File: src/rtl/uart_rom_loader_pkg.sv
// Shared widths and FSM state encoding for the UART-fed Hack ROM loader.
package uart_rom_loader_pkg;

  localparam int BYTE_W  = 8;
  localparam int COUNT_W = 16;

  typedef enum logic [3:0] {
    ST_IDLE    = 4'd0,
    ST_SOC_RST = 4'd1,
    ST_CNT_HI  = 4'd2,
    ST_CNT_LO  = 4'd3,
    ST_W_HI    = 4'd4,
    ST_W_LO    = 4'd5,
    ST_LOAD    = 4'd6,
    ST_RELEASE = 4'd7,
    ST_SUM_HI  = 4'd8,
    ST_SUM_LO  = 4'd9,
    ST_DONE    = 4'd10
  } state_e;

endpackage

File: src/rtl/uart_rx_byte.sv
// 8N1 UART byte receiver: 2-flop synchronizer, mid-bit sampling, byte strobe
// and framing-error strobe. Start bit is re-checked half a bit after the edge.
module uart_rx_byte
  import uart_rom_loader_pkg::*;
#(
  parameter int CLKS_PER_BIT = 104
) (
  input  logic              clk,
  input  logic              reset,
  input  logic              rx_i,
  output logic [BYTE_W-1:0] byte_o,
  output logic              byte_valid_o,
  output logic              frame_err_o
);

  localparam int CNT_W = $clog2(CLKS_PER_BIT);
  localparam logic [CNT_W-1:0] FULL_M1 = CNT_W'(CLKS_PER_BIT - 1);
  localparam logic [CNT_W-1:0] HALF_M1 = CNT_W'(CLKS_PER_BIT / 2 - 1);

  localparam logic [1:0] RX_IDLE  = 2'd0;
  localparam logic [1:0] RX_START = 2'd1;
  localparam logic [1:0] RX_DATA  = 2'd2;
  localparam logic [1:0] RX_STOP  = 2'd3;

  logic              meta_q, sync_q, prev_q;
  logic [1:0]        st_q, st_d;
  logic [CNT_W-1:0]  cnt_q, cnt_d;
  logic [2:0]        bit_q, bit_d;
  logic [BYTE_W-1:0] shift_q, shift_d;
  logic              valid_q, valid_d;
  logic              ferr_q, ferr_d;

  always_comb begin
    // NOTE: every signal gets a default before the case so no path leaves it
    // unassigned; otherwise synthesis infers a latch.
    st_d    = st_q;
    cnt_d   = cnt_q;
    bit_d   = bit_q;
    shift_d = shift_q;
    valid_d = 1'b0;
    ferr_d  = 1'b0;
    case (st_q)
      RX_IDLE: begin
        // Arm only on a real falling edge so a low line after a framing
        // error cannot start a bogus byte.
        if (prev_q && !sync_q) begin
          st_d  = RX_START;
          cnt_d = '0;
        end
      end
      RX_START: begin
        if (cnt_q == HALF_M1) begin
          cnt_d = '0;
          bit_d = '0;
          st_d  = sync_q ? RX_IDLE : RX_DATA;
        end else begin
          cnt_d = cnt_q + CNT_W'(1);
        end
      end
      RX_DATA: begin
        if (cnt_q == FULL_M1) begin
          cnt_d   = '0;
          shift_d = {sync_q, shift_q[BYTE_W-1:1]};
          if (bit_q == 3'd7) st_d = RX_STOP;
          else               bit_d = bit_q + 3'd1;
        end else begin
          cnt_d = cnt_q + CNT_W'(1);
        end
      end
      default: begin
        if (cnt_q == FULL_M1) begin
          cnt_d   = '0;
          st_d    = RX_IDLE;
          valid_d = sync_q;
          ferr_d  = !sync_q;
        end else begin
          cnt_d = cnt_q + CNT_W'(1);
        end
      end
    endcase
  end

  // NOTE: clocked state uses non-blocking assignments so every flop samples
  // the pre-edge value of its neighbours, independent of statement order.
  always_ff @(posedge clk) begin
    if (reset) begin
      meta_q  <= 1'b1;
      sync_q  <= 1'b1;
      prev_q  <= 1'b1;
      st_q    <= RX_IDLE;
      cnt_q   <= '0;
      bit_q   <= '0;
      shift_q <= '0;
      valid_q <= 1'b0;
      ferr_q  <= 1'b0;
    end else begin
      meta_q  <= rx_i;
      sync_q  <= meta_q;
      prev_q  <= sync_q;
      st_q    <= st_d;
      cnt_q   <= cnt_d;
      bit_q   <= bit_d;
      shift_q <= shift_d;
      valid_q <= valid_d;
      ferr_q  <= ferr_d;
    end
  end

  assign byte_o       = shift_q;
  assign byte_valid_o = valid_q;
  assign frame_err_o  = ferr_q;

endmodule

File: src/rtl/uart_rom_loader.sv
// Receives a word-count-prefixed Hack program over UART and hands it to the SoC
// ROM loader port one word at a time. Optional trailing checksum: UART_ROM_LOADER_CHECKSUM_EN.
module uart_rom_loader
  import uart_rom_loader_pkg::*;
#(
  parameter int CLKS_PER_BIT = 104,
  parameter int DATA_WIDTH   = 16
) (
  input  logic                  clk,
  input  logic                  reset,
  input  logic                  uart_rx,
  input  logic                  run,
  output logic                  done_loading,
  output logic                  error,
  output logic                  rom_loader_reset,
  output logic                  rom_loader_load,
  output logic [DATA_WIDTH-1:0] rom_loader_data,
  input  logic                  rom_loader_ack,
  input  logic                  rom_loader_load_received
);

  logic [BYTE_W-1:0] rx_byte;
  logic              rx_valid;
  logic              rx_ferr;

  uart_rx_byte #(.CLKS_PER_BIT(CLKS_PER_BIT)) u_rx (
    .clk          (clk),
    .reset        (reset),
    .rx_i         (uart_rx),
    .byte_o       (rx_byte),
    .byte_valid_o (rx_valid),
    .frame_err_o  (rx_ferr)
  );

`ifdef UART_ROM_LOADER_CHECKSUM_EN
  localparam state_e AFTER_WORDS = ST_SUM_HI;
  logic [COUNT_W-1:0] sum_q, sum_d;
`else
  localparam state_e AFTER_WORDS = ST_DONE;
`endif

  state_e                state_q, state_d;
  logic                  error_q, error_d;
  logic [COUNT_W-1:0]    count_q, count_d;
  logic [COUNT_W-1:0]    word_cnt_q, word_cnt_d;
  logic [COUNT_W-1:0]    next_cnt;
  logic [BYTE_W-1:0]     hi_q, hi_d;
  logic [DATA_WIDTH-1:0] data_q, data_d;
  logic [2*BYTE_W-1:0]   rx_word;

  assign rx_word  = {hi_q, rx_byte};
  assign next_cnt = word_cnt_q + COUNT_W'(1);

  always_comb begin
    state_d    = state_q;
    error_d    = error_q | rx_ferr;
    count_d    = count_q;
    word_cnt_d = word_cnt_q;
    hi_d       = hi_q;
    data_d     = data_q;
`ifdef UART_ROM_LOADER_CHECKSUM_EN
    sum_d      = sum_q;
`endif
    case (state_q)
      ST_IDLE: begin
        if (run) begin
          state_d    = ST_SOC_RST;
          error_d    = 1'b0;
          word_cnt_d = '0;
`ifdef UART_ROM_LOADER_CHECKSUM_EN
          sum_d      = '0;
`endif
        end
      end
      ST_SOC_RST: if (rom_loader_ack) state_d = ST_CNT_HI;
      ST_CNT_HI: begin
        if (rx_valid) begin
          hi_d    = rx_byte;
          state_d = ST_CNT_LO;
        end
      end
      ST_CNT_LO: begin
        if (rx_valid) begin
          count_d = rx_word;
          state_d = (rx_word == '0) ? AFTER_WORDS : ST_W_HI;
        end
      end
      ST_W_HI: begin
        if (rx_valid) begin
          hi_d    = rx_byte;
          state_d = ST_W_LO;
        end
      end
      ST_W_LO: begin
        if (rx_valid) begin
          data_d  = DATA_WIDTH'(rx_word);
          state_d = ST_LOAD;
`ifdef UART_ROM_LOADER_CHECKSUM_EN
          sum_d   = sum_q + rx_word;
`endif
        end
      end
      // The SoC handshake owns these two states; any byte arriving here is lost.
      ST_LOAD: begin
        if (rx_valid) error_d = 1'b1;
        if (rom_loader_load_received) state_d = ST_RELEASE;
      end
      ST_RELEASE: begin
        if (rx_valid) error_d = 1'b1;
        if (!rom_loader_load_received) begin
          word_cnt_d = next_cnt;
          state_d    = (next_cnt == count_q) ? AFTER_WORDS : ST_W_HI;
        end
      end
`ifdef UART_ROM_LOADER_CHECKSUM_EN
      ST_SUM_HI: begin
        if (rx_valid) begin
          hi_d    = rx_byte;
          state_d = ST_SUM_LO;
        end
      end
      ST_SUM_LO: begin
        if (rx_valid) begin
          if (rx_word != sum_q) error_d = 1'b1;
          state_d = ST_DONE;
        end
      end
`endif
      ST_DONE: if (!run) state_d = ST_IDLE;
      default: state_d = ST_IDLE;
    endcase
    if (!run && state_q != ST_IDLE && state_q != ST_DONE) state_d = ST_IDLE;
  end

  always_ff @(posedge clk) begin
    if (reset) begin
      state_q    <= ST_IDLE;
      error_q    <= 1'b0;
      count_q    <= '0;
      word_cnt_q <= '0;
      hi_q       <= '0;
      data_q     <= '0;
`ifdef UART_ROM_LOADER_CHECKSUM_EN
      sum_q      <= '0;
`endif
    end else begin
      state_q    <= state_d;
      error_q    <= error_d;
      count_q    <= count_d;
      word_cnt_q <= word_cnt_d;
      hi_q       <= hi_d;
      data_q     <= data_d;
`ifdef UART_ROM_LOADER_CHECKSUM_EN
      sum_q      <= sum_d;
`endif
    end
  end

  assign rom_loader_reset = (state_q == ST_SOC_RST);
  assign rom_loader_load  = (state_q == ST_LOAD);
  assign rom_loader_data  = rom_loader_load ? data_q : '0;
  assign done_loading     = (state_q == ST_DONE) && run;
  assign error            = error_q;

endmodule

File: config.mk
export PLATFORM = sky130hd
export DESIGN_NAME = uart_rom_loader
export DESIGN_NICKNAME = d
export VERILOG_FILES = /design/src/rtl/uart_rom_loader_pkg.sv /design/src/rtl/uart_rx_byte.sv /design/src/rtl/uart_rom_loader.sv
export SDC_FILE = /design/constraint.sdc
export NUM_CORES = 1
export LEC_CHECK = 0
export BUFFER_PORTS_ARGS = -buffer_cell sky130_fd_sc_hd__buf_2
export CORE_MARGIN = 3
export CORE_UTILIZATION = 50
export CTS_BUF_LIST = sky130_fd_sc_hd__clkbuf_4
export DETAILED_ROUTE_END_ITERATION = 6
export PLACE_DENSITY = 0.68
export RECOVER_POWER = 25
export SYNTH_ARGS = -nofsm -noshare
export SYNTH_HDL_FRONTEND = slang
export SYNTH_SLANG_ARGS = --single-unit
export TNS_END_PERCENT = 10
File: constraint.sdc
create_clock -name clk -period 2.7 [get_ports clk]
set_input_delay 0 -clock clk [delete_from_list [all_inputs] [get_ports clk]]
set_output_delay 0 -clock clk [all_outputs]
set_load 0.005 [all_outputs]
* Word level (Yosys, flattened, before mapping) *
Index checks and enable logic that the tools add are counted.

operators by class
  $add $sub $neg = 3
  eq/ne operators = 29
  muxes and demuxes = 34
  bitwise logic cells = 2
  reductions and logical operators = 25

operators with widths
  cell                                           count
  2-to-1 mux 16 bit                              3
  2-to-1 mux 4 bit                               11
  one-hot mux 4 bit (9 select lines)             1
  one-hot mux 16 bit (2 select lines)            1
  2-to-1 mux 7 bit                               3
  != test 2 x 1 -> 1 bit, second input constant  10
  adder 16 x 1 -> 16 bit, second input constant  1
  == test 16 bit                                 1
  == test 4 x 3 -> 1 bit, second input constant  4
  zero test 16 bit                               1
  one-hot mux 7 bit (2 select lines)             1
  2-to-1 mux 2 bit                               6
  2-to-1 mux 3 bit                               3
  AND reduction 9 bit                            1
  == test 4 x 2 -> 1 bit, second input constant  2
  != test 2 bit, second input constant           4
  AND reduction 2 bit                            4
  adder 7 x 1 -> 7 bit, second input constant    1
  == test 7 x 6 -> 1 bit, second input constant  1
  == test 7 bit, second input constant           1
  one-hot mux 2 bit (3 select lines)             1
  one-hot mux 3 bit (2 select lines)             1
  OR reduction 2 bit                             3
  AND reduction 5 bit                            1
  21 further kinds                               27

storage, ports and cells
  register bits = 86
  input port bits = 6
  output and inout bits = 20
  word-level logic and storage cells = 108

* Logic depth before layout (Yosys ltp) *
Gate-level depths: netlist of run 1.

  depth in word-level cells = 5
  depth in mapped cells = 8
  gate-level depth less buffers = 7

* Modules after synthesis *
From an unflattened synthesis of run 1, not the netlist that was laid out.

unflattened totals
  cells, all modules = 527
  area, all modules = 4436.8 µm²

by module, submodules not included
  module           times used  cells an instance  area an instance (µm²)  seq. area each (µm²)
  uart_rom_loader  1           395                3280.6                  1221.2
  uart_rx_byte     1           132                1156.1                  500.5

* Worst setup path before layout of run 1 *
Ideal clock, no wire load.

  path type = reg2reg
  start = reg u_rx.cnt_q[0]
  end = reg u_rx.bit_q[0]
  library setup time = 0.128 ns
  arrival time = 1.837 ns
  required time = 2.572 ns
  path slack = 0.735 ns
  stages on the path, launching flop included = 8
  buffers on the path = 0
  period minus slack after synthesis = 1.965 ns
  path through = dfxtp_1 > ha_1 > nand2_2 > or4_4 > or3_1 > o31ai_2 > mux2i_1 > nor2_1

between the ends
  word-level cells in the longest chain between the ends = 3
  elaborated cells between the ends (all ways) = 5
  those cells by class = eq/ne: 4; reduce/logical: 1

RTL lines
  what                                                     line                                    RTL
  start, declared                                          uart_rx_byte.sv:27                      logic [CNT_W-1:0] cnt_q, cnt_d;
  start signal, assigned                                   uart_rx_byte.sv:101                     cnt_q <= cnt_d;
  == test 7 bit or == test 7 x 6 -> 1 bit (tied branches)  uart_rx_byte.sv:61, uart_rx_byte.sv:52
  != test 2 x 1 -> 1 bit (no source line)                  n/a
  AND reduction 4 bit (no source line) *                   n/a
  end signal, assigned                                     uart_rx_byte.sv:102                     bit_q <= bit_d;
  end, declared                                            uart_rx_byte.sv:28                      logic [2:0] bit_q, bit_d;

Every way passes the cells marked *; elsewhere a longest branch is shown, timed or not.
A chain may end at the register's enable or synchronous reset.

* Worst setup path in the final report of run 1 *
  start = reg state_q[1]
  end = reg word_cnt_q[10]

between the ends
  word-level cells in the longest chain between the ends = 3
  elaborated cells between the ends (all ways) = 7
  those cells by class = eq/ne: 3; mux: 1; reduce/logical: 3

RTL lines
  what                                                                  line                    RTL
  start, declared                                                       uart_rom_loader.sv:42   state_e state_q, state_d;
  start signal, assigned                                                uart_rom_loader.sv:147  state_q <= state_d;
  == test 4 x 3 -> 1 bit or zero test 4 bit (tied branches)             uart_rom_loader.sv:64   case (state_q)
  != test 2 bit (no source line) or nonzero test 2 bit (tied branches)  n/a
  AND reduction 3 bit (no source line)                                  n/a
  end signal, assigned                                                  uart_rom_loader.sv:150  word_cnt_q <= word_cnt_d;
  end, declared                                                         uart_rom_loader.sv:45   logic [COUNT_W-1:0] word_cnt_q, word_cnt_d;

Parallel ways exist; a longest one is shown, timed or not.

==> results of run 1 <==
[final timing paths]
path | startpoint | to | slack (ns) | cells after the start
max | state_q[1] | word_cnt_q[10] | 0.28 | 6
min | reset | u_rx.st_q[0] | 0.07 | 2
max reg2reg | state_q[1] | word_cnt_q[10] | 0.28 | 6
min reg2reg | u_rx.meta_q | u_rx.sync_q | 0.43 | 1
[registers in the layout, indices dropped and copies added, names as in the netlist, 2 cells and up]
name / count
u_rx.cnt_q: 7
data_q: 16
state_q: 4
u_rx.byte_o: 8
hi_q: 8
word_cnt_q: 16
count_q: 16
u_rx.st_q: 2
u_rx.bit_q: 3
[layer usage]
metal / track usage [%] / share of wire (%)
met1: 28.7 / 48
met2: 32.5 / 46
met3: 4.64 / 4.6
met4: 6.92 / 1.5
met5: 0 / 0
[worst max-delay path, cell delays in order (launching register included)]
cell and delay, ns:
dfxtp_1 0.66, nand2_1 0.18, or3_1 0.65, nand2_1 0.39, o21ai_0 0.18, a21oi_1 0.18, nor2_1 0.05
[Yosys cell counts (3+ instances only)]
cell type / number / area (sq um)
nor3b_1: 3 / 22.5
and3_1: 11 / 68.8
or2_2: 3 / 18.8
nor3_1: 14 / 70.1
inv_1: 7 / 26.3
o21ai_0: 21 / 105
dfxtp_1: 86 / 1720
a21oi_1: 40 / 200
nand3b_1: 3 / 22.5
clkbuf_1: 19 / 71.3
ha_1: 4 / 50.1
nand2b_1: 5 / 31.3
nor4_1: 11 / 68.8
xor2_1: 8 / 70.1
nor2_1: 65 / 244
nand3_1: 7 / 35.0
nand4_1: 9 / 56.3
buf_2: 11 / 55.1
or3_1: 5 / 31.3
nand2_1: 56 / 210
and2_1: 21 / 131
a211oi_1: 4 / 30.0
xnor2_1: 20 / 175
mux2i_1: 36 / 360
[cell families (layout without fill, tap and decap cells)]
logic type	after synthesis	after routing	share of synthesized area, %
muxes	37	37	8.76
buffers and inverters	38	54	3.78
AOI/OAI and AO/OA	86	86	12.6
adders and majority gates	4	4	1.18
DFF	86	86	40.6
xor gates and xnor gates	28	28	5.78
and+or+nand+nor	229	229	27.3
[cell type report]
cell class / instances / area, sq um
clock inverters: 6 / 46.3
repair buffers: 31 / 169
well taps: 102 / 128
fillers: 772 / 3470
inverters: 7 / 26.3
flip-flops and latches: 86 / 1720
multi-input cells: 384 / 2330
clock buffers: 10 / 75.1
[report_power, final]
group          switching, mW  total [mW]  internal (mW)  leakage, nW
Sequential            0.0631        1.36           1.30        0.694
Combinational          0.220       0.360          0.140         1.06
Clock                  0.454       0.658          0.204       0.0630
Total                  0.737        2.38           1.64         1.82
[metrics by stage]
stage | cell area, sq um | setup slack (ns) | hold WS [ns] | total power [mW] | utilization (%)
global placement | 4390 | 0.306 | 0.188 | 1.74 | 55.1
global route | 4500 | 0.0916 | 0.0623 | 2.52 | 56.5
CTS | 4530 | 0.306 | 0.0458 | 2.41 | 56.9
finish | 4500 | 0.279 | 0.0665 | 2.38 | 56.5
detailed placement | 4390 | 0.322 | 0.189 | 1.75 | 55.1
floorplan | 4240 | 0.735 | 0.104 | 1.66 | -
[what timing repair did]
action	4_1_cts	5_1_grt
gates resized for setup	0	0
hold endpoints to repair	2	0
hold buffers	2	0
==> report_table.html, run 1 <==
<table>
<tr><th>Metric</th><th>Value</th></tr>
<tr><th colspan="2">Floorplanning</th></tr>
<tr><td>Row count</td><td>32</td></tr>
<tr><td>Die extent in y</td><td>98.1 um</td></tr>
<tr><td>Overall die area</td><td>9620 sq um</td></tr>
<tr><td>Core Footprint</td><td>about 8000 sq um</td></tr>
<tr><td>Number of top-level design ports</td><td>26</td></tr>
<tr><td>Horizontal die dimension</td><td>around 100 um</td></tr>
<tr><td>Initial cell density of the core</td><td>53.2%</td></tr>
<tr><th colspan="2">Global route</th></tr>
<tr><td>Total global routing track utilization</td><td>between 20% and 30%</td></tr>
<tr><td>Aggregate global routing overflow</td><td>0</td></tr>
<tr><td>Vias in the first global route</td><td>3372</td></tr>
<tr><td>Global-route wire length before repair</td><td>about 17000 um</td></tr>
<tr><td>Pin count of the biggest net entering global routing</td><td>47</td></tr>
<tr><td>Number of antenna violations at the first check in global routing</td><td>0</td></tr>
<tr><th colspan="2">Yosys</th></tr>
<tr><td>Post-Synthesis Net Count</td><td>just over 500</td></tr>
<tr><td>Ys async rst share</td><td>0%</td></tr>
<tr><td>Number of flip-flops and latches in the synthesized netlist</td><td>86</td></tr>
<tr><td>Dominant register cell in the synthesized netlist</td><td>dfxtp_1</td></tr>
<tr><td>Area of the mapped netlist</td><td>~4200 sq um</td></tr>
<tr><td>Register area share after synthesis</td><td>between 40% and 50%</td></tr>
<tr><td>Post-synth cell types</td><td>55</td></tr>
<tr><td>YS warnings</td><td>0</td></tr>
<tr><td>EDFF count, synth</td><td>0</td></tr>
<tr><td>Gate Count Post-Synth</td><td>~500</td></tr>
<tr><td>Mean cell area of the mapped netlist</td><td>8.35 sq um</td></tr>
<tr><th colspan="2">Routing</th></tr>
<tr><td>Antenna-violating nets left</td><td>0</td></tr>
<tr><td>Iteration-0 DRC count of the detailed router</td><td>approximately 170</td></tr>
<tr><td>Count of TritonRoute iterations in the first routing pass</td><td>4</td></tr>
<tr><td>Post-DR wirelength/cell</td><td>between 15 and 20 um</td></tr>
<tr><td>Total wirelength of the detailed-routed design</td><td>between 9000 and 10000 um</td></tr>
<tr><td>Total vias in the final route</td><td>between 3k and 4k</td></tr>
<tr><td>Total DRC errors in the routed layout</td><td>0</td></tr>
<tr><td>Via-per-instance ratio</td><td>about 5.8</td></tr>
<tr><th colspan="2">Setup path</th></tr>
<tr><td>Top fanout value on the critical path</td><td>19</td></tr>
<tr><td>Critical path data arrival time</td><td>roughly 2.7 ns</td></tr>
<tr><td>Setup CP Type</td><td>register to register</td></tr>
<tr><td>Crit path required time</td><td>3.01 ns</td></tr>
<tr><td>Kind of end point of the critical path</td><td>register</td></tr>
<tr><td>Startpoint type of the worst setup path</td><td>register</td></tr>
<tr><th colspan="2">Clock tree</th></tr>
<tr><td>Root buffer cell</td><td>clkbuf_4</td></tr>
<tr><td>Setup repair bufs after CTS</td><td>0</td></tr>
<tr><td>Number of buffers between clock root and the deepest sink</td><td>2</td></tr>
<tr><td>Htree depth</td><td>3</td></tr>
<tr><td>Clock buffers created by TritonCTS</td><td>9</td></tr>
<tr><td>TritonCTS clock tree</td><td>yes</td></tr>
<tr><td>CTS Sinks</td><td>86</td></tr>
<tr><td>Clock transition at the registers of the reported paths</td><td>about 0.14 ns</td></tr>
<tr><td>Latest clock arrival within the worst-skew pair</td><td>about 0.43 ns</td></tr>
<tr><th colspan="2">Power and ir drop</th></tr>
<tr><td>Leakage power</td><td>roughly 1.8 nW</td></tr>
<tr><td>Worst supply voltage drop on vdd</td><td>between 0.3 and 0.4 mV</td></tr>
<tr><td>Power per cell area</td><td>528 nW/um^2</td></tr>
<tr><th colspan="2">Final layout</th></tr>
<tr><td>Leading cell type in the layout, fill and taps excluded</td><td>dfxtp_1</td></tr>
<tr><td>Fraction of layout cells with a size suffix above 1</td><td>roughly a tenth</td></tr>
<tr><td>Post-layout net count</td><td>roughly 530</td></tr>
<tr><td>Final Instance Count excl. Fillers</td><td>between 600 and 700</td></tr>
<tr><td>Diodes inserted</td><td>0</td></tr>
<tr><td>Layout-stage area growth over the synthesis result</td><td>6.08%</td></tr>
<tr><td>Commonest cells after routing, fill and taps aside</td><td>dfxtp_1, nor2_1, nand2_1, a21oi_1, mux2i_1</td></tr>
<tr><th colspan="2">Timing</th></tr>
<tr><td>Total negative slack</td><td>0 ns</td></tr>
<tr><td>Maximum achievable frequency</td><td>~0.41 GHz</td></tr>
<tr><td>Worst Tran Pin Value</td><td>around 0.9 ns</td></tr>
<tr><td>Total of endpoints with negative setup slack in the final report</td><td>0</td></tr>
<tr><td>Post-route fraction of the period consumed by the critical path</td><td>between 80% and 90%</td></tr>
<tr><td>Tmin final</td><td>~2.4 ns</td></tr>
<tr><td>Setup repair after global routing missed its margin</td><td>false</td></tr>
<tr><td>Count of pins over their slew limit</td><td>0</td></tr>
<tr><td>Worst slew margin relative to its limit</td><td>around 40%</td></tr>
<tr><td>Worst Skew</td><td>between 0.015 and 0.02 ns</td></tr>
<tr><td>Final Hold Violating Endpoints</td><td>0</td></tr>
<tr><th colspan="2">Flow run</th></tr>
<tr><td>Number of max-capacitance violations reported</td><td>0</td></tr>
<tr><th colspan="2">Place</th></tr>
<tr><td>Number of I/O port buffers</td><td>25</td></tr>
<tr><td>GPL Wtd Cong</td><td>roughly 0.85</td></tr>
<tr><td>Detail Placement HPWL</td><td>between 6000 and 7000 um</td></tr>
<tr><td>Cell Count Post-Placement</td><td>around 610</td></tr>
<tr><th colspan="2">Hold path</th></tr>
<tr><td>Worst Hold Class</td><td>input pin to register</td></tr>
<tr><th colspan="2">Status</th></tr>
<tr><td>Status</td><td>finished clean</td></tr>
</table>
Note: power is estimated with default switching activity, not from simulation.
==> run 2, diff against run 1 <==
- CORE_MARGIN: 3 -> unset
- SKIP_LAST_GASP: unset -> 1
==> report_table.html, run 2 (synthesis gave the netlist of run 1 again) <==
<table>
<tr><th>Metric</th><th>Value</th></tr>
<tr><th colspan="2">Status</th></tr>
<tr><td>Status</td><td>finished clean</td></tr>
<tr><th colspan="2">Clock tree</th></tr>
<tr><td>CTS Sinks</td><td>86 (unchanged)</td></tr>
<tr><td>Htree depth</td><td>3 (unchanged)</td></tr>
<tr><td>TritonCTS clock tree</td><td>yes</td></tr>
<tr><td>Count of cells resized by post-cts repair</td><td>0 (unchanged)</td></tr>
<tr><td>Number of buffers between clock root and the deepest sink</td><td>2 (unchanged)</td></tr>
<tr><td>Clock transition at the registers of the reported paths</td><td>0.15 ns (about the same)</td></tr>
<tr><td>Clock buffers created by TritonCTS</td><td>9 (unchanged)</td></tr>
<tr><td>Setup repair bufs after CTS</td><td>0 (unchanged)</td></tr>
<tr><td>Number of buffers added to fix hold violations after cts</td><td>3 (+1)</td></tr>
<tr><td>Root buffer cell</td><td>clkbuf_4</td></tr>
<tr><td>Latest clock arrival within the worst-skew pair</td><td>0.44 ns (about the same)</td></tr>
<tr><th colspan="2">Timing</th></tr>
<tr><td>Total of endpoints with negative setup slack in the final report</td><td>0 (unchanged)</td></tr>
<tr><td>Total negative slack</td><td>0 ns (unchanged)</td></tr>
<tr><td>Crit path setup slack, layout</td><td>0.268 ns (-0.0108 ns)</td></tr>
<tr><td>Worst Skew</td><td>0.0213 ns (+0.00286 ns)</td></tr>
<tr><td>Worst Tran Pin Value</td><td>1.08 ns (+0.186 ns)</td></tr>
<tr><td>Worst slew margin relative to its limit</td><td>27.7% (-12 points)</td></tr>
<tr><td>Count of pins over their slew limit</td><td>0 (unchanged)</td></tr>
<tr><td>Setup repair after global routing missed its margin</td><td>false</td></tr>
<tr><td>Post-route fraction of the period consumed by the critical path</td><td>90.1% (+0.40 points)</td></tr>
<tr><td>Maximum achievable frequency</td><td>0.411 GHz (-0.44%)</td></tr>
<tr><td>Final Hold Violating Endpoints</td><td>0 (unchanged)</td></tr>
<tr><td>Tmin final</td><td>2.43 ns (+0.0108 ns)</td></tr>
<tr><th colspan="2">Floorplanning</th></tr>
<tr><td>Core Footprint</td><td>8220 sq um (+3.1%)</td></tr>
<tr><td>Die extent in y</td><td>94.1 um (-4.1%)</td></tr>
<tr><td>Number of top-level design ports</td><td>26 (unchanged)</td></tr>
<tr><td>Overall die area</td><td>8850 sq um (-8.0%)</td></tr>
<tr><td>Horizontal die dimension</td><td>94.1 um (-4.1%)</td></tr>
<tr><td>Initial cell density of the core</td><td>51.6% (-1.6 points)</td></tr>
<tr><td>Row count</td><td>33 (+3.1%)</td></tr>
<tr><th colspan="2">Global route</th></tr>
<tr><td>Vias in the first global route</td><td>3343 (-0.86%)</td></tr>
<tr><td>Number of antenna violations at the first check in global routing</td><td>0 (unchanged)</td></tr>
<tr><td>Aggregate global routing overflow</td><td>0 (unchanged)</td></tr>
<tr><td>Total global routing track utilization</td><td>23.3% (+2.4 points)</td></tr>
<tr><td>Pin count of the biggest net entering global routing</td><td>58 (+23%)</td></tr>
<tr><td>Global-route wire length before repair</td><td>16000 um (-3.5%)</td></tr>
<tr><th colspan="2">Place</th></tr>
<tr><td>Detail Placement HPWL</td><td>6630 um (-3.5%)</td></tr>
<tr><td>Number of I/O port buffers</td><td>25 (unchanged)</td></tr>
<tr><td>Place WS</td><td>0.299 ns (-0.0231 ns)</td></tr>
<tr><td>GPL Wtd Cong</td><td>0.958 (+12%)</td></tr>
<tr><th colspan="2">Setup path</th></tr>
<tr><td>Startpoint type of the worst setup path</td><td>register</td></tr>
<tr><td>Crit path required time</td><td>3.03 ns (+0.02 ns)</td></tr>
<tr><td>Top fanout value on the critical path</td><td>19 (unchanged)</td></tr>
<tr><td>Setup CP Type</td><td>register to register</td></tr>
<tr><td>Kind of end point of the critical path</td><td>register</td></tr>
<tr><td>Critical path data arrival time</td><td>2.77 ns (+0.04 ns)</td></tr>
<tr><th colspan="2">Routing</th></tr>
<tr><td>Antenna-violating nets left</td><td>0 (unchanged)</td></tr>
<tr><td>Post-DR wirelength/cell</td><td>15.2 um (-2.6%)</td></tr>
<tr><td>Total DRC errors in the routed layout</td><td>0 (unchanged)</td></tr>
<tr><td>Total wirelength of the detailed-routed design</td><td>9570 um (-2.0%)</td></tr>
<tr><td>Total vias in the final route</td><td>3571 (-1.0%)</td></tr>
<tr><td>Via-per-instance ratio</td><td>5.67 (-1.6%)</td></tr>
<tr><td>Count of TritonRoute iterations in the first routing pass</td><td>5 (+1)</td></tr>
<tr><td>Iteration-0 DRC count of the detailed router</td><td>182 (+10%)</td></tr>
<tr><th colspan="2">Final layout</th></tr>
<tr><td>Leading cell type in the layout, fill and taps excluded</td><td>dfxtp_1</td></tr>
<tr><td>Diodes inserted</td><td>0 (unchanged)</td></tr>
<tr><td>Post-layout net count</td><td>530 (+0.19%)</td></tr>
<tr><td>Registers with the most flip-flops</td><td>count_q x16, data_q x16, word_cnt_q x16</td></tr>
<tr><td>Filler cells</td><td>763 (-1.2%)</td></tr>
<tr><td>Commonest cells after routing, fill and taps aside</td><td>dfxtp_1, nor2_1, nand2_1, a21oi_1, mux2i_1</td></tr>
<tr><td>Layout-stage area growth over the synthesis result</td><td>7.67%</td></tr>
<tr><td>Utilization after layout</td><td>55.6% (-0.89 points)</td></tr>
<tr><td>Fraction of layout cells with a size suffix above 1</td><td>10.7% (+0.55 points)</td></tr>
<tr><th colspan="2">Flow run</th></tr>
<tr><td>Number of max-capacitance violations reported</td><td>0 (unchanged)</td></tr>
<tr><th colspan="2">Power and ir drop</th></tr>
<tr><td>Leakage power</td><td>1.85 nW (+1.9%)</td></tr>
<tr><td>Worst supply voltage drop on vdd</td><td>0.403 mV (+30%)</td></tr>
<tr><td>Total Power</td><td>2.58 mW (+8.5%)</td></tr>
<tr><td>Power per cell area</td><td>565 nW/um^2 (+6.9%)</td></tr>
<tr><th colspan="2">Hold path</th></tr>
<tr><td>Worst Hold Class</td><td>input pin to register</td></tr>
</table>
==> run 2: path summary, 6_finish.rpt <==
kind                from              to  slack (ns)  cells after the start
max           state_q[1]  word_cnt_q[10]        0.27                      6
min                  run           error        0.04                      4
max reg2reg   state_q[1]  word_cnt_q[10]        0.27                      6
min reg2reg  u_rx.meta_q     u_rx.sync_q        0.42                      1
==> run 2: layer usage <==
layer,vias to the layer above,routed length [um],global-route usage [%]
li1,1805,-,-
met1,1658,4780,31.0
met2,88,4160,36.4
met3,20,410,5.50
met4,0,218,8.59
met5,-,0,0
==> run 2: worst max-delay path, stage by stage (launching register included) <==
cell	delay [ns]
dfxtp_1	0.66
nand2_1	0.18
or3_1	0.66
nand2_1	0.40
o21ai_0	0.18
a21oi_1	0.19
nor2_1	0.06
==> run 2: report_power, final <==
part | total [mW] | internal [mW] | switching, mW
Clock | 0.855 | 0.394 | 0.460
Combinational | 0.366 | 0.142 | 0.225
Sequential | 1.36 | 1.30 | 0.0620
Total | 2.58 | 1.83 | 0.747
==> run 2: stage by stage <==
stage               instances  area (sq um)  hold slack [ns]
floorplan                 508          4240            0.104
global placement          611          4390            0.183
detailed placement        611          4390            0.194
CTS                       630          4590           0.0257
global route              630          4570           0.0534
finish                    630          4570           0.0408
==> run 2: cell type report <==
cell class | instances | area, sq um | area share [%]
clock inverters | 6 | 93.8 | 2.06
inverters | 7 | 26.3 | 0.575
flip-flops and latches | 86 | 1720 | 37.7
clock buffers | 10 | 75.1 | 1.64
well taps | 105 | 131 | 2.88
multi-input cells | 384 | 2340 | 51.2
repair buffers | 32 | 178 | 3.89
==> run 3, diff against run 2 <==
- clock period: 2.7 -> 3 ns (I/O delays scaled with it)
==> report_table.html, run 3 (synthesis gave the netlist of run 1 again) <==
<table>
<tr><th>Metric</th><th>Value</th></tr>
<tr><th colspan="2">Status</th></tr>
<tr><td>Status</td><td>finished clean</td></tr>
<tr><th colspan="2">Flow run</th></tr>
<tr><td>Number of max-capacitance violations reported</td><td>0 (unchanged)</td></tr>
<tr><th colspan="2">Timing</th></tr>
<tr><td>Post-route fraction of the period consumed by the critical path</td><td>82.7% (-7.3 points)</td></tr>
<tr><td>Maximum achievable frequency</td><td>0.403 GHz (-2.0%)</td></tr>
<tr><td>Final Hold Violating Endpoints</td><td>0 (unchanged)</td></tr>
<tr><td>Worst Skew</td><td>0.0170 ns (-0.00431 ns)</td></tr>
<tr><td>Tmin final</td><td>2.48 ns (+0.0502 ns)</td></tr>
<tr><td>Worst slew margin relative to its limit</td><td>26.7% (-1.0 points)</td></tr>
<tr><td>Final-layout worst hold slack</td><td>0.0361 ns (-0.00468 ns)</td></tr>
<tr><td>Total of endpoints with negative setup slack in the final report</td><td>0 (unchanged)</td></tr>
<tr><td>Count of pins over their slew limit</td><td>0 (unchanged)</td></tr>
<tr><td>Setup repair after global routing missed its margin</td><td>false</td></tr>
<tr><td>Total negative slack</td><td>0 ns (unchanged)</td></tr>
<tr><td>Worst Tran Pin Value</td><td>1.10 ns (+0.0157 ns)</td></tr>
<tr><th colspan="2">Clock tree</th></tr>
<tr><td>Clock transition at the registers of the reported paths</td><td>0.15 ns (about the same)</td></tr>
<tr><td>Count of cells resized by post-cts repair</td><td>0 (unchanged)</td></tr>
<tr><td>Latest clock arrival within the worst-skew pair</td><td>0.43 ns (about the same)</td></tr>
<tr><td>TritonCTS clock tree</td><td>yes</td></tr>
<tr><td>Htree depth</td><td>3 (unchanged)</td></tr>
<tr><td>Clock buffers created by TritonCTS</td><td>9 (unchanged)</td></tr>
<tr><td>Root buffer cell</td><td>clkbuf_4</td></tr>
<tr><td>Number of buffers between clock root and the deepest sink</td><td>2 (unchanged)</td></tr>
<tr><td>CTS Sinks</td><td>86 (unchanged)</td></tr>
<tr><td>Setup repair bufs after CTS</td><td>0 (unchanged)</td></tr>
<tr><th colspan="2">Power and ir drop</th></tr>
<tr><td>Power per cell area</td><td>506 nW/um^2 (-10%)</td></tr>
<tr><td>Worst supply voltage drop on vdd</td><td>0.230 mV (-43%)</td></tr>
<tr><td>Leakage power</td><td>1.85 nW (about the same)</td></tr>
<tr><th colspan="2">Routing</th></tr>
<tr><td>Antenna-violating nets left</td><td>0 (unchanged)</td></tr>
<tr><td>Iteration-0 DRC count of the detailed router</td><td>194 (+6.6%)</td></tr>
<tr><td>Via-per-instance ratio</td><td>5.67 (about the same)</td></tr>
<tr><td>Total wirelength of the detailed-routed design</td><td>9440 um (-1.4%)</td></tr>
<tr><td>Total vias in the final route</td><td>3562 (-0.25%)</td></tr>
<tr><td>Count of TritonRoute iterations in the first routing pass</td><td>4 (-1)</td></tr>
<tr><td>Post-DR wirelength/cell</td><td>15.0 um (-1.1%)</td></tr>
<tr><td>Total DRC errors in the routed layout</td><td>0 (unchanged)</td></tr>
<tr><th colspan="2">Floorplanning</th></tr>
<tr><td>Overall die area</td><td>8850 sq um (unchanged)</td></tr>
<tr><td>Initial cell density of the core</td><td>51.6% (unchanged)</td></tr>
<tr><td>Die extent in y</td><td>94.1 um (unchanged)</td></tr>
<tr><td>Horizontal die dimension</td><td>94.1 um (unchanged)</td></tr>
<tr><td>Row count</td><td>33 (unchanged)</td></tr>
<tr><td>Core Footprint</td><td>8220 sq um (unchanged)</td></tr>
<tr><td>Number of top-level design ports</td><td>26 (unchanged)</td></tr>
<tr><th colspan="2">Final layout</th></tr>
<tr><td>Registers with the most flip-flops</td><td>count_q x16, data_q x16, word_cnt_q x16</td></tr>
<tr><td>Commonest cells after routing, fill and taps aside</td><td>dfxtp_1, nor2_1, nand2_1, a21oi_1, mux2i_1</td></tr>
<tr><td>Leading cell type in the layout, fill and taps excluded</td><td>dfxtp_1</td></tr>
<tr><td>Diodes inserted</td><td>0 (unchanged)</td></tr>
<tr><td>Layout-stage area growth over the synthesis result</td><td>7.61% (about the same)</td></tr>
<tr><td>Filler cells</td><td>779 (+2.1%)</td></tr>
<tr><td>Post-layout net count</td><td>528 (-0.38%)</td></tr>
<tr><td>Utilization after layout</td><td>55.5% (about the same)</td></tr>
<tr><td>Fraction of layout cells with a size suffix above 1</td><td>10.9% (+0.23 points)</td></tr>
<tr><td>Final Instance Count excl. Fillers</td><td>628 (-0.32%)</td></tr>
<tr><th colspan="2">Setup path</th></tr>
<tr><td>Top fanout value on the critical path</td><td>19 (unchanged)</td></tr>
<tr><td>Startpoint type of the worst setup path</td><td>register</td></tr>
<tr><td>Setup CP Type</td><td>register to register</td></tr>
<tr><td>Crit path required time</td><td>3.29 ns (+0.26 ns)</td></tr>
<tr><td>Critical path data arrival time</td><td>2.77 ns (about the same)</td></tr>
<tr><td>Worst R2R Setup Slack</td><td>0.52 ns (+0.25 ns)</td></tr>
<tr><td>Kind of end point of the critical path</td><td>register</td></tr>
<tr><th colspan="2">Place</th></tr>
<tr><td>Cell Count Post-Placement</td><td>610 (-0.16%)</td></tr>
<tr><td>Number of I/O port buffers</td><td>25 (unchanged)</td></tr>
<tr><td>Detail Placement HPWL</td><td>6550 um (-1.3%)</td></tr>
<tr><td>GPL Wtd Cong</td><td>0.905 (-5.6%)</td></tr>
<tr><th colspan="2">Global route</th></tr>
<tr><td>Met3 Resource Use GR</td><td>3.40% (-2.1 points)</td></tr>
<tr><td>Global-route wire length before repair</td><td>15800 um (-1.6%)</td></tr>
<tr><td>Total global routing track utilization</td><td>22.9% (-0.38 points)</td></tr>
<tr><td>Global routing usage on met2</td><td>35.3% (-1.1 points)</td></tr>
<tr><td>Number of antenna violations at the first check in global routing</td><td>0 (unchanged)</td></tr>
<tr><td>GRT met1 Usage</td><td>31.8% (+0.78 points)</td></tr>
<tr><td>Routing layer with the top usage in global route</td><td>met2</td></tr>
<tr><td>Pin count of the biggest net entering global routing</td><td>59 (+1.7%)</td></tr>
<tr><td>Aggregate global routing overflow</td><td>0 (unchanged)</td></tr>
<tr><td>Vias in the first global route</td><td>3187 (-4.7%)</td></tr>
<tr><th colspan="2">Hold path</th></tr>
<tr><td>Worst Hold Class</td><td>input pin to register</td></tr>
</table>
[run 3: final cells by class]
type                            count  area (sq um)  area share (%)
Clock buffer                        9          67.6            1.48
Timing Repair Buffer               30           163            3.56
Multi-Input combinational cell    384          2360            51.7
Sequential cell                    86          1720            37.7
Tap cell                          105           131            2.88
Clock inverter                      7          95.1            2.08
Inverter                            7          26.3           0.576
[run 3: where the power goes]
| part | total, mW | switching (mW) | leakage (nW) | internal [mW] |
|---|---|---|---|---|
| Combinational | 0.330 | 0.200 | 1.07 | 0.131 |
| Sequential | 1.23 | 0.0602 | 0.694 | 1.17 |
| Clock | 0.753 | 0.412 | 0.0883 | 0.342 |
[run 3: path summary, 6_finish.rpt]
path,startpoint,endpoint,cells after the start
setup reg to reg,state_q[2],word_cnt_q[10],6
hold / removal,run,error,4
hold reg to reg,u_rx.meta_q,u_rx.sync_q,1
setup / recovery,state_q[2],word_cnt_q[10],6
[run 3: metrics by stage]
stage / worst slack, ns / power [mW] / instance area, sq um
CTS: 0.583 / 2.32 / 4570
floorplan: 1.04 / 1.50 / 4240
global placement: 0.607 / 1.57 / 4390
global route: 0.300 / 2.41 / 4560
finish: 0.518 / 2.31 / 4560
detailed placement: 0.588 / 1.57 / 4390
[run 3: critical path: stages (launching register included)]
cell and delay, ns:
dfxtp_1 0.68, nand2_1 0.19, or3_1 0.67, nand2_1 0.39, o21ai_0 0.17, a21oi_1 0.18
nor2_1 0.05
[run 3: timing repair]
| action | in CTS | in global routing |
|---|---|---|
| setup endpoints to repair | 0 | 0 |
| endpoints found under the hold margin | 10 | 0 |
| hold buffers | 2 | 0 |
[run 3: layer usage]
| metal | vias up | routed length, um |
|---|---|---|
| met1 | 1677 | 4740 |
| li1 | 1803 | - |
| met3 | 11 | 342 |
| met5 | - | 0 |
| met4 | 0 | 153 |
| met2 | 71 | 4200 |
